`config.mk`:
```
export PLATFORM = sky130hd
export DESIGN_NAME = inv_dir_scheduler
export DESIGN_NICKNAME = d
export VERILOG_FILES = /design/src/rtl/inv_dir_scheduler.sv
export SDC_FILE = /design/constraint.sdc
export NUM_CORES = 1
export LEC_CHECK = 0
export CAP_MARGIN = 15
export CORE_AREA = 4 4 137 139
export DETAILED_ROUTE_END_ITERATION = 8
export DIE_AREA = 0 0 141 143
export PLACE_DENSITY = 0.73
export SETUP_SLACK_MARGIN = 0.1
export SYNTH_ARGS = -nofsm -noshare
export SYNTH_HDL_FRONTEND = slang
export SYNTH_SLANG_ARGS = --single-unit
```
`constraint.sdc`:
```
create_clock -name clk -period 3.8 [get_ports clk]
set_clock_uncertainty 0.1 [all_clocks]
set_input_delay 0.76 -clock clk [delete_from_list [all_inputs] [get_ports clk]]
set_output_delay 0.76 -clock clk [all_outputs]
set_load 0.02 [all_outputs]
```
`src/rtl/inv_dir_scheduler.sv`:
```
// Round-robin arbiter and sequencer that shares one 1/dir divider among NUM_REQ
// traversal lanes; skip-flagged rays bypass the divider and return zero.
module inv_dir_scheduler #(
    parameter int WIDTH   = 16,
    parameter int Q_BITS  = 12,
    parameter int NUM_REQ = 4,
    parameter int TIMEOUT = 64
) (
    input  logic                           clk,
    input  logic                           reset,
    input  logic [NUM_REQ-1:0]             req_valid,
    output logic [NUM_REQ-1:0]             req_ready,
    input  logic [NUM_REQ*3*WIDTH-1:0]     req_dir,
    input  logic [NUM_REQ-1:0]             req_skip,
    output logic                           div_start,
    output logic [3*WIDTH-1:0]             div_dir,
    input  logic                           div_valid,
    input  logic [3*WIDTH-1:0]             div_dir_inv,
    output logic                           resp_valid,
    input  logic                           resp_ready,
    output logic [$clog2(NUM_REQ)-1:0]     resp_id,
    output logic [3*WIDTH-1:0]             resp_dir_inv,
    output logic                           resp_skip,
    output logic                           resp_err,
    output logic                           busy
);

    localparam int ID_W  = $clog2(NUM_REQ);
    localparam int DIR_W = 3 * WIDTH;
    localparam int CNT_W = $clog2(TIMEOUT);

    if (NUM_REQ < 2 || NUM_REQ > 8) begin : g_bad_num_req
        $error("inv_dir_scheduler: NUM_REQ must be 2..8");
    end
    if (TIMEOUT < 2) begin : g_bad_timeout
        $error("inv_dir_scheduler: TIMEOUT must be >= 2");
    end
    if (Q_BITS >= WIDTH) begin : g_bad_qbits
        $error("inv_dir_scheduler: Q_BITS must be below WIDTH");
    end

    typedef enum logic [1:0] {
        S_IDLE,
        S_ISSUE,
        S_WAIT,
        S_RESP
    } state_t;

    state_t            r_state;
    state_t            w_state_nxt;
    logic [ID_W-1:0]   r_rr_ptr;
    logic [ID_W-1:0]   r_id;
    logic [DIR_W-1:0]  r_dir;
    logic [DIR_W-1:0]  r_dir_inv;
    logic              r_skip;
    logic              r_err;
    logic [CNT_W-1:0]  r_cnt;

    logic              w_grant_found;
    logic [ID_W-1:0]   w_grant_id;
    logic [ID_W:0]     w_idx;
    logic [DIR_W-1:0]  w_grant_dir;
    logic              w_timeout;

    assign w_timeout = (r_cnt == CNT_W'(TIMEOUT - 1));

    // First valid requester at or above rr_ptr, wrapping at NUM_REQ.
    always_comb begin
        w_grant_found = 1'b0;
        w_grant_id    = '0;
        w_idx         = '0;
        for (int unsigned i = 0; i < NUM_REQ; i++) begin
            w_idx = {1'b0, r_rr_ptr} + (ID_W + 1)'(i);
            if (w_idx >= (ID_W + 1)'(NUM_REQ)) begin
                w_idx = w_idx - (ID_W + 1)'(NUM_REQ);
            end
            if (!w_grant_found && req_valid[w_idx[ID_W-1:0]]) begin
                w_grant_found = 1'b1;
                w_grant_id    = w_idx[ID_W-1:0];
            end
        end
    end

    always_comb begin
        w_grant_dir = '0;
        for (int unsigned i = 0; i < NUM_REQ; i++) begin
            if (w_grant_id == ID_W'(i)) begin
                w_grant_dir = req_dir[i*DIR_W +: DIR_W];
            end
        end
    end

    always_ff @(posedge clk) begin
        if (reset) begin
            r_state <= S_IDLE;
        end else begin
            r_state <= w_state_nxt;
        end
    end

    always_comb begin
        w_state_nxt = r_state;
        req_ready   = '0;
        div_start   = 1'b0;
        div_dir     = '0;
        resp_valid  = 1'b0;
        busy        = (r_state != S_IDLE);
        case (r_state)
            S_IDLE: begin
                if (w_grant_found && !reset) begin
                    req_ready[w_grant_id] = 1'b1;
                    w_state_nxt = req_skip[w_grant_id] ? S_RESP : S_ISSUE;
                end
            end
            S_ISSUE: begin
                div_start   = 1'b1;
                div_dir     = r_dir;
                w_state_nxt = S_WAIT;
            end
            S_WAIT: begin
                div_dir = r_dir;
                if (div_valid || w_timeout) begin
                    w_state_nxt = S_RESP;
                end
            end
            S_RESP: begin
                div_dir    = r_dir;
                resp_valid = 1'b1;
                if (resp_ready) begin
                    w_state_nxt = S_IDLE;
                end
            end
            default: w_state_nxt = S_IDLE;
        endcase
    end

    always_ff @(posedge clk) begin
        if (reset) begin
            r_rr_ptr  <= '0;
            r_id      <= '0;
            r_dir     <= '0;
            r_dir_inv <= '0;
            r_skip    <= 1'b0;
            r_err     <= 1'b0;
            r_cnt     <= '0;
        end else begin
            case (r_state)
                S_IDLE: begin
                    if (w_grant_found) begin
                        r_id      <= w_grant_id;
                        r_dir     <= w_grant_dir;
                        r_skip    <= req_skip[w_grant_id];
                        r_dir_inv <= '0;
                        r_err     <= 1'b0;
                    end
                end
                S_ISSUE: r_cnt <= '0;
                S_WAIT: begin
                    r_cnt <= r_cnt + CNT_W'(1);
                    // A result arriving on the last WAIT cycle beats the timeout.
                    if (div_valid) begin
                        r_dir_inv <= div_dir_inv;
                        r_err     <= 1'b0;
                    end else if (w_timeout) begin
                        r_dir_inv <= '0;
                        r_err     <= 1'b1;
                    end
                end
                S_RESP: begin
                    if (resp_ready) begin
                        r_rr_ptr <= (r_id == ID_W'(NUM_REQ - 1)) ? '0 : r_id + ID_W'(1);
                    end
                end
                default: ;
            endcase
        end
    end

    assign resp_id      = r_id;
    assign resp_dir_inv = r_dir_inv;
    assign resp_skip    = r_skip;
    assign resp_err     = r_err;

endmodule

```
==> results of run 1 <==
==> final cells by class <==
type                    count  area [um2]
fillers                  1602        7860
repair buffers            380        3770
multi-input cells         484        3180
flip-flops and latches    110        2200
well taps                 229         287
clock buffers              11         243
clock inverters             5        88.8
inverters                   6        22.5
diodes                      1        2.50
==> layer usage <==
metal,share of wire,track usage,vias to the layer above
met5,0,0,-
met4,0.031,0.0877,0
met3,0.090,0.0610,38
met2,0.49,0.371,283
met1,0.39,0.245,2928
li1,-,-,3114
==> power groups by stage <==
| stage | clock [uW] | sequential (uW) | combinational [uW] |
|---|---|---|---|
| after floorplan | 0 | 1600 | 1950 |
| after global placement | 0 | 1570 | 3110 |
| after detailed placement | 0 | 1580 | 3130 |
| after CTS | 1100 | 1550 | 3140 |
| after global routing | 1140 | 1590 | 3370 |
| final | 1060 | 1560 | 3100 |
==> logic make-up (layout without fill, tap and decap cells) <==
family          count (synthesis)  after routing  share of synthesized area
xor+xnor                        4              4                    0.00607
fa+ha+maj                       6              6                     0.0130
buf+inv                        76            402                     0.0743
flops                         110            110                      0.381
mux                             4              4                    0.00802
simple gates                  242            242                      0.204
compound gates                228            228                      0.313
other cells                     0              1                          0
==> critical path: cells and delay by family <==
kind	cells	cell delay [ns]
buffers and inverters	3	1.44
AND/OR/NAND/NOR	1	0.18
AO/OA/AOI/OAI	2	0.34
==> flip-flops by register name, summed over array words and instances (netlist names) <==
name and cells:
r_cnt 6, resp_err 1, resp_skip 1, r_rr_ptr 2, r_state 2, resp_dir_inv 48, r_dir 48, resp_id 2
==> metrics by stage <==
stage	cell area, um2	hold slack (ns)
finish	9800	0.353
global placement	9460	0.338
floorplan	5770	0.354
detailed placement	9460	0.345
global route	9800	0.372
CTS	9790	0.356
==> layout by cell type (no fill, tap or decap), types with 2 or more instances in the layout <==
cell type / instances
sky130_fd_sc_hd__a211oi_1: 39
sky130_fd_sc_hd__a211oi_2: 10
sky130_fd_sc_hd__a21o_1: 2
sky130_fd_sc_hd__a21oi_1: 59
sky130_fd_sc_hd__a221oi_1: 39
sky130_fd_sc_hd__a221oi_2: 10
sky130_fd_sc_hd__a22oi_1: 42
sky130_fd_sc_hd__a22oi_2: 9
sky130_fd_sc_hd__a31oi_1: 2
sky130_fd_sc_hd__buf_12: 2
sky130_fd_sc_hd__buf_4: 21
sky130_fd_sc_hd__bufinv_16: 2
sky130_fd_sc_hd__clkbuf_16: 9
sky130_fd_sc_hd__clkdlybuf4s50_1: 356
sky130_fd_sc_hd__dfxtp_1: 110
sky130_fd_sc_hd__ha_1: 5
sky130_fd_sc_hd__inv_1: 6
sky130_fd_sc_hd__mux2i_1: 2
sky130_fd_sc_hd__nand2_1: 57
sky130_fd_sc_hd__nand2b_1: 4
sky130_fd_sc_hd__nand3_1: 49
sky130_fd_sc_hd__nand4_1: 2
sky130_fd_sc_hd__nor2_1: 60
sky130_fd_sc_hd__nor2b_1: 50
sky130_fd_sc_hd__nor3_1: 3
sky130_fd_sc_hd__nor3b_1: 6
sky130_fd_sc_hd__o211ai_1: 2
sky130_fd_sc_hd__o21a_1: 3
sky130_fd_sc_hd__or2_1: 2
sky130_fd_sc_hd__or3_1: 2
sky130_fd_sc_hd__xor2_1: 3
==> worst max-delay path by stage <==
stage / from / end / depth (start not counted)
6_report: req_valid[2] / req_ready[1] / 6
5_1_grt: req_valid[2] / req_ready[0] / 7
4_1_cts: req_valid[0] / req_ready[3] / 6
3_5_place_dp: req_valid[2] / req_ready[0] / 7
3_3_place_gp: req_valid[2] / req_ready[0] / 7
2_1_floorplan: req_valid[0] / req_ready[1] / 7
==> timing repair <==
item                                    in CTS  in global routing
buffers inserted                             0                  0
endpoints found under the setup margin       0                  1
resized for setup                            0                  1
hold buffers                                 0                  0
==> impl_results.md, run 1 <==
- Outcome: finished clean
- Worst path arrival time: 2.73 ns
- Final critical delay including setup and external delays: 3.59 ns
- Area growth syn-to-layout: 69.6%
- H-Tree Level Count: 3
- Root Driver: sky130_fd_sc_hd__clkbuf_16
- Die boundary height: 143 um
- Worst r2r path cells: 7
- Number of nets in the layout: 1249
- CP peak stage delay: 0.67 ns
- Total number of vias: 6363
- Final worst path period share: 0.944
- Die footprint: 20200 um2
- Share of layout cells above drive strength 1: 0.0813
- Primary flip-flop cell chosen by synthesis mapping: sky130_fd_sc_hd__dfxtp_1
- Routability congestion estimate from global placement: 0.818
- Maximum Capacitance Violations: 0
- Pwr/cell area: 584 nW/um2
- Final worst setup slack: 0.214 ns
- Worst hold path class: register to register
- Instance count of the mapped netlist: 670
- Net switching fraction of the power: 0.409
- Commonest cells in the synthesized netlist: sky130_fd_sc_hd__dfxtp_1 (110), sky130_fd_sc_hd__nor2_1 (61), sky130_fd_sc_hd__a21oi_1 (59)
- Number of cells on the worst hold path: 2
- Clock group share of total power: 0.185
- Pre-CTS setup slack: 0.170 ns
- Overflow left after global routing: 0
- Internal power of the cells: 3380 uW
- Cell with the most instances after synthesis: sky130_fd_sc_hd__dfxtp_1
- Hpwl dp: 17.1 mm
- Global-route wire length before repair: 33.7 mm
- Post-synth cell types: 51
- Ranking of synthesized cells by area: sky130_fd_sc_hd__dfxtp_1 (38%), sky130_fd_sc_hd__a221oi_1 (5.9%), sky130_fd_sc_hd__a22oi_1 (5.5%), sky130_fd_sc_hd__nor2b_1 (5.4%), sky130_fd_sc_hd__a21oi_1 (5.1%)
- Sequential element share of the synthesized area: 0.381
- Endpoint of the worst hold-timing path: resp_dir_inv[0]
- Longest Clk Path Bufs: 2
- Clock slew seen by the registers of the worst setup and hold paths: 0.08 ns
- Aggregate routed wire length: 22.8 mm
- Starting DRC count in detailed routing: 338
- Power Total: 5720 uW
- Number of failing hold endpoints at the final stage: 0
- Number of warnings issued by yosys: 0
- Accumulated negative setup slack: 0 ns
- Worst Setup Path Type: input pin to output port
- Net switching power: 2340 uW
- First-pass iteration count of the detailed router: 5
- Largest net degree at the start of global routing: 63
- Antenna violations before repair: 1
- Via count normalized by instance count: 5.19
- Flop pwr share: 0.272
- Cells along the critical path: clkdlybuf4s50_1 > buf_4 > a21oi_1 > o211a_2 > nor3b_1 > clkdlybuf4s50_1
- Origin of the worst min-delay path: resp_dir_inv[0]
- Cell seen most often among critical-path stages: sky130_fd_sc_hd__clkdlybuf4s50_1
- Fmax: 279 MHz
- Max-slew violation count: 0
- Area share of the largest cell type after synthesis: 0.381
- Static power due to leakage: 0.00343 uW
- Number of synthesized register bits: 110
- Post-Synthesis Net Count: 928
- CTS buffer count: 9
- Top Ports: 359
- Terminus of the critical flop-to-flop path: resp_dir_inv[5]
- Vias in the first global route: 6167
- Worst endpoint required time: 2.94 ns
- Nature of the critical path endpoint: output port
- Routed wire length per instance: 18.6 um
- Final core utilization: 0.555
- Horizontal extent of the die: 141 um
- Critical path's slowest cell: sky130_fd_sc_hd__clkdlybuf4s50_1
- Final number of setup-violating endpoints: 0
- Number of input and output port buffers inserted: 358
- Row count: 49
- CTS tree: yes
- Maximum fanout along the worst path: 5
- Setup repair after global routing missed its margin: no
- Worst Max-Slew Pin Slew: 0.754 ns
- Count of flip-flops with a built-in enable after synthesis: 0
- Initial cell density of the core: 0.327
- Placed Cells: 1209
- Number of nets with antenna violations after routing: 0
- Async S/R FF share, synth: 0
- Filler-free cell count of the finished design: 1226
- R2R setup slack: 1.51 ns
- Mapped Area: 5770 um2
- Clock latency of the later-clocked register in the worst-skew pair: 0.34 ns
- Combinational group share of total power: 0.542
- Area of the placeable core: 17700 um2
- Max rail drop VDD: 0.000408 V
- Relative slew slack: 0.498
- Kind of start point of the critical path: input pin
- DRC Markers: 0
- Worst flop-to-flop path startpoint: r_cnt[0]
- Mean instance size in the synthesized netlist: 8.62 um2
- Sink count of the clock tree: 110
- Tot GR Track Use: 0.212
- Area leader, netlist: sky130_fd_sc_hd__dfxtp_1
Note: power is estimated with default switching activity, not from simulation.
==> run 2, diff against run 1 <==
ABC_CLOCK_PERIOD_IN_PS = 3800   (was unset)
CAP_MARGIN = 20   (was 15)
==> results of run 2 <==
No change in the layout: final DEF, timing and power equal those of run 1.
==> run 3, diff against run 2 <==
==> constraint.sdc (replaced) <==
create_clock -name clk -period 3.8 [get_ports clk]
set_clock_uncertainty 0.1 [all_clocks]
set_input_delay 0.38 -clock clk [delete_from_list [all_inputs] [get_ports clk]]
set_output_delay 0.38 -clock clk [all_outputs]
set_load 0.02 [all_outputs]
==> run 3 against run 2 <==
Against the previous run:
- critical path depth stayed put
- worst hold slack worse by 0.0024 ns
- combinational power fell by 2%
- design area decreased by 0.91%
- via count down 0.30%
- register-to-register slack got worse by 0.21 ns
- clock power shrank 7%
- count of clock-buffer cells in the layout shrank 2
- worst setup slack better by 0.36 ns
- non-clock buffer count decreased by 10
- power decreased by 2.1%
- sequential share of layout area is 0.21 points higher
- critical endpoint unchanged
- largest power group unchanged
- highest routed layer unchanged
==> impl_results.md, run 3 (same netlist as run 1, synthesis figures left out) <==
- Outcome: finished clean
- Worst Setup Path Type: input pin to output port
- Filler-free cell count of the finished design: 1217 (-0.73%)
- Kind of start point of the critical path: input pin
- Maximum fanout along the worst path: 11 (+6)
- Aggregate routed wire length: 23.2 mm (+1.8%)
- Root Driver: sky130_fd_sc_hd__clkbuf_16
- Worst path arrival time: 2.74 ns (about the same)
- Clock latency of the later-clocked register in the worst-skew pair: 0.36 ns (+0.02 ns)
- Largest net degree at the start of global routing: 63 (unchanged)
- Top Ports: 359 (unchanged)
- Clock slew seen by the registers of the worst setup and hold paths: 0.08 ns (about the same)
- Final worst path period share: 0.849 (-0.0951)
- Longest Clk Path Bufs: 2 (unchanged)
- CTS buffer count: 9 (unchanged)
- Starting DRC count in detailed routing: 295 (-13%)
- Nature of the critical path endpoint: output port
- Final critical delay including setup and external delays: 3.22 ns (-0.361 ns)
- Row count: 49 (unchanged)
- Final hold slack: 0.351 ns (-0.00241 ns)
- Static power due to leakage: 0.00335 uW (-2.4%)
- Initial cell density of the core: 0.327 (unchanged)
- Number of failing hold endpoints at the final stage: 0 (unchanged)
- Global-route wire length before repair: 34.9 mm (+3.4%)
- Worst hold path class: register to register
- Maximum Capacitance Violations: 0 (unchanged)
- DRC Markers: 0 (unchanged)
- Fmax: 310 MHz (+11%)
- Total number of vias: 6344 (-0.30%)
- Max rail drop VDD: 0.000471 V (+15%)
- Area of the placeable core: 17700 um2 (unchanged)
- Hpwl dp: 17.2 mm (+0.24%)
- Most common cell after layout, fill and taps aside: sky130_fd_sc_hd__clkdlybuf4s50_1
- Worst Max-Slew Pin Slew: 0.787 ns (+0.0332 ns)
- Routed wire length per instance: 19.1 um (+2.5%)
- Antenna violations before repair: 2 (+1)
- Accumulated negative setup slack: 0 ns (unchanged)
- First-pass iteration count of the detailed router: 4 (-1)
- Max-slew violation count: 0 (unchanged)
- Pwr/cell area: 577 nW/um2 (-1.2%)
- CTS resizes: 0 (unchanged)
- Number of nets in the layout: 1239 (-0.80%)
- Power Total: 5600 uW (-2.1%)
- Most frequent cells in the layout: sky130_fd_sc_hd__clkdlybuf4s50_1 (357), sky130_fd_sc_hd__dfxtp_1 (110), sky130_fd_sc_hd__nor2_1 (60), sky130_fd_sc_hd__a21oi_1 (59), sky130_fd_sc_hd__nand2_1 (57)
- Hold_buf cts: 0 (unchanged)
- Overflow left after global routing: 0 (unchanged)
- Routability congestion estimate from global placement: 0.819 (+0.16%)
- Die footprint: 20200 um2 (unchanged)
- Buffers inserted by post-CTS timing repair: 0 (unchanged)
- FILL cells: 1683 (+5.1%)
- Die boundary height: 143 um (unchanged)
- Relative slew slack: 0.475 (-0.0221)
- Horizontal extent of the die: 141 um (unchanged)
- H-Tree Level Count: 3 (unchanged)
- Number of nets with antenna violations after routing: 0 (unchanged)
- CTS tree: yes
- Setup repair after global routing missed its margin: no
- Final number of setup-violating endpoints: 0 (unchanged)
- Placed Cells: 1199 (-0.83%)
- Share of layout cells above drive strength 1: 0.0730 (-0.00830)
- Tot GR Track Use: 0.221 (+0.00842)
- Sink count of the clock tree: 110 (unchanged)
- Via count normalized by instance count: 5.21 (+0.44%)
- Vias in the first global route: 6234 (+1.1%)
- Area growth syn-to-layout: 68.1%
- Worst endpoint required time: 3.32 ns (+0.38 ns)
- Number of input and output port buffers inserted: 358 (unchanged)
run 3: cell types whose count changed in the layout (fill, tap and decap cells not counted), sizes merged:
cell / change
buf: -10
clkinv: +4
bufinv: -2
clkbuf: -2
clkdlybuf4s50: +1
clkinvlp: +1
diode: +1
dlymetal6s2s: -1
inv: -1
run 3: path summary, 6_finish.rpt:
path / from / to / slack, ns / depth (start not counted)
worst max-delay path: req_valid[0] / req_ready[1] / 0.58 / 6
worst min-delay path: resp_dir_inv[47] / resp_dir_inv[47] / 0.35 / 2
worst max register to register: r_state[0] / resp_dir_inv[3] / 1.30 / 8
worst min register to register: resp_dir_inv[47] / resp_dir_inv[47] / 0.35 / 2
run 3: final cells by class:
cell class | instances | area [um2] | area share
repair buffers | 370 | 3700 | 0.381
multi-input cells | 484 | 3180 | 0.327
flip-flops and latches | 110 | 2200 | 0.227
well taps | 229 | 287 | 0.0295
clock buffers | 9 | 225 | 0.0232
clock inverters | 7 | 92.6 | 0.00954
inverters | 6 | 22.5 | 0.00232
diodes | 2 | 5.00 | 0.000516
run 3: critical path, stage by stage:
cell and delay [ns]:
sky130_fd_sc_hd__clkdlybuf4s50_1 0.61, sky130_fd_sc_hd__or2_1 0.34, sky130_fd_sc_hd__nand2_1 0.07, sky130_fd_sc_hd__o211a_2 0.19, sky130_fd_sc_hd__nor3b_1 0.44, sky130_fd_sc_hd__clkdlybuf4s50_1 0.71
run 3: metal layers:
layer	vias to the layer above	share of wire	global-route usage
met5	-	0	0
met1	2947	0.39	0.256
met2	270	0.50	0.391
li1	3099	-	-
met4	0	0.023	0.0755
met3	28	0.089	0.0646
run 3: through the flow:
stage          worst slack (ns)  utilization  area, um2
3_5_place_dp              0.562        0.531       9380
3_3_place_gp              0.547        0.531       9380
6_report                  0.575        0.550       9710
5_1_grt                   0.438        0.550       9710
2_1_floorplan              1.47            -       5770
4_1_cts                   0.558        0.549       9700
run 3: report_power, final:
part           internal [uW]  switching (uW)
Clock                    475             515
Combinational           1300            1740
Sequential              1430             137
Total                   3200            2390
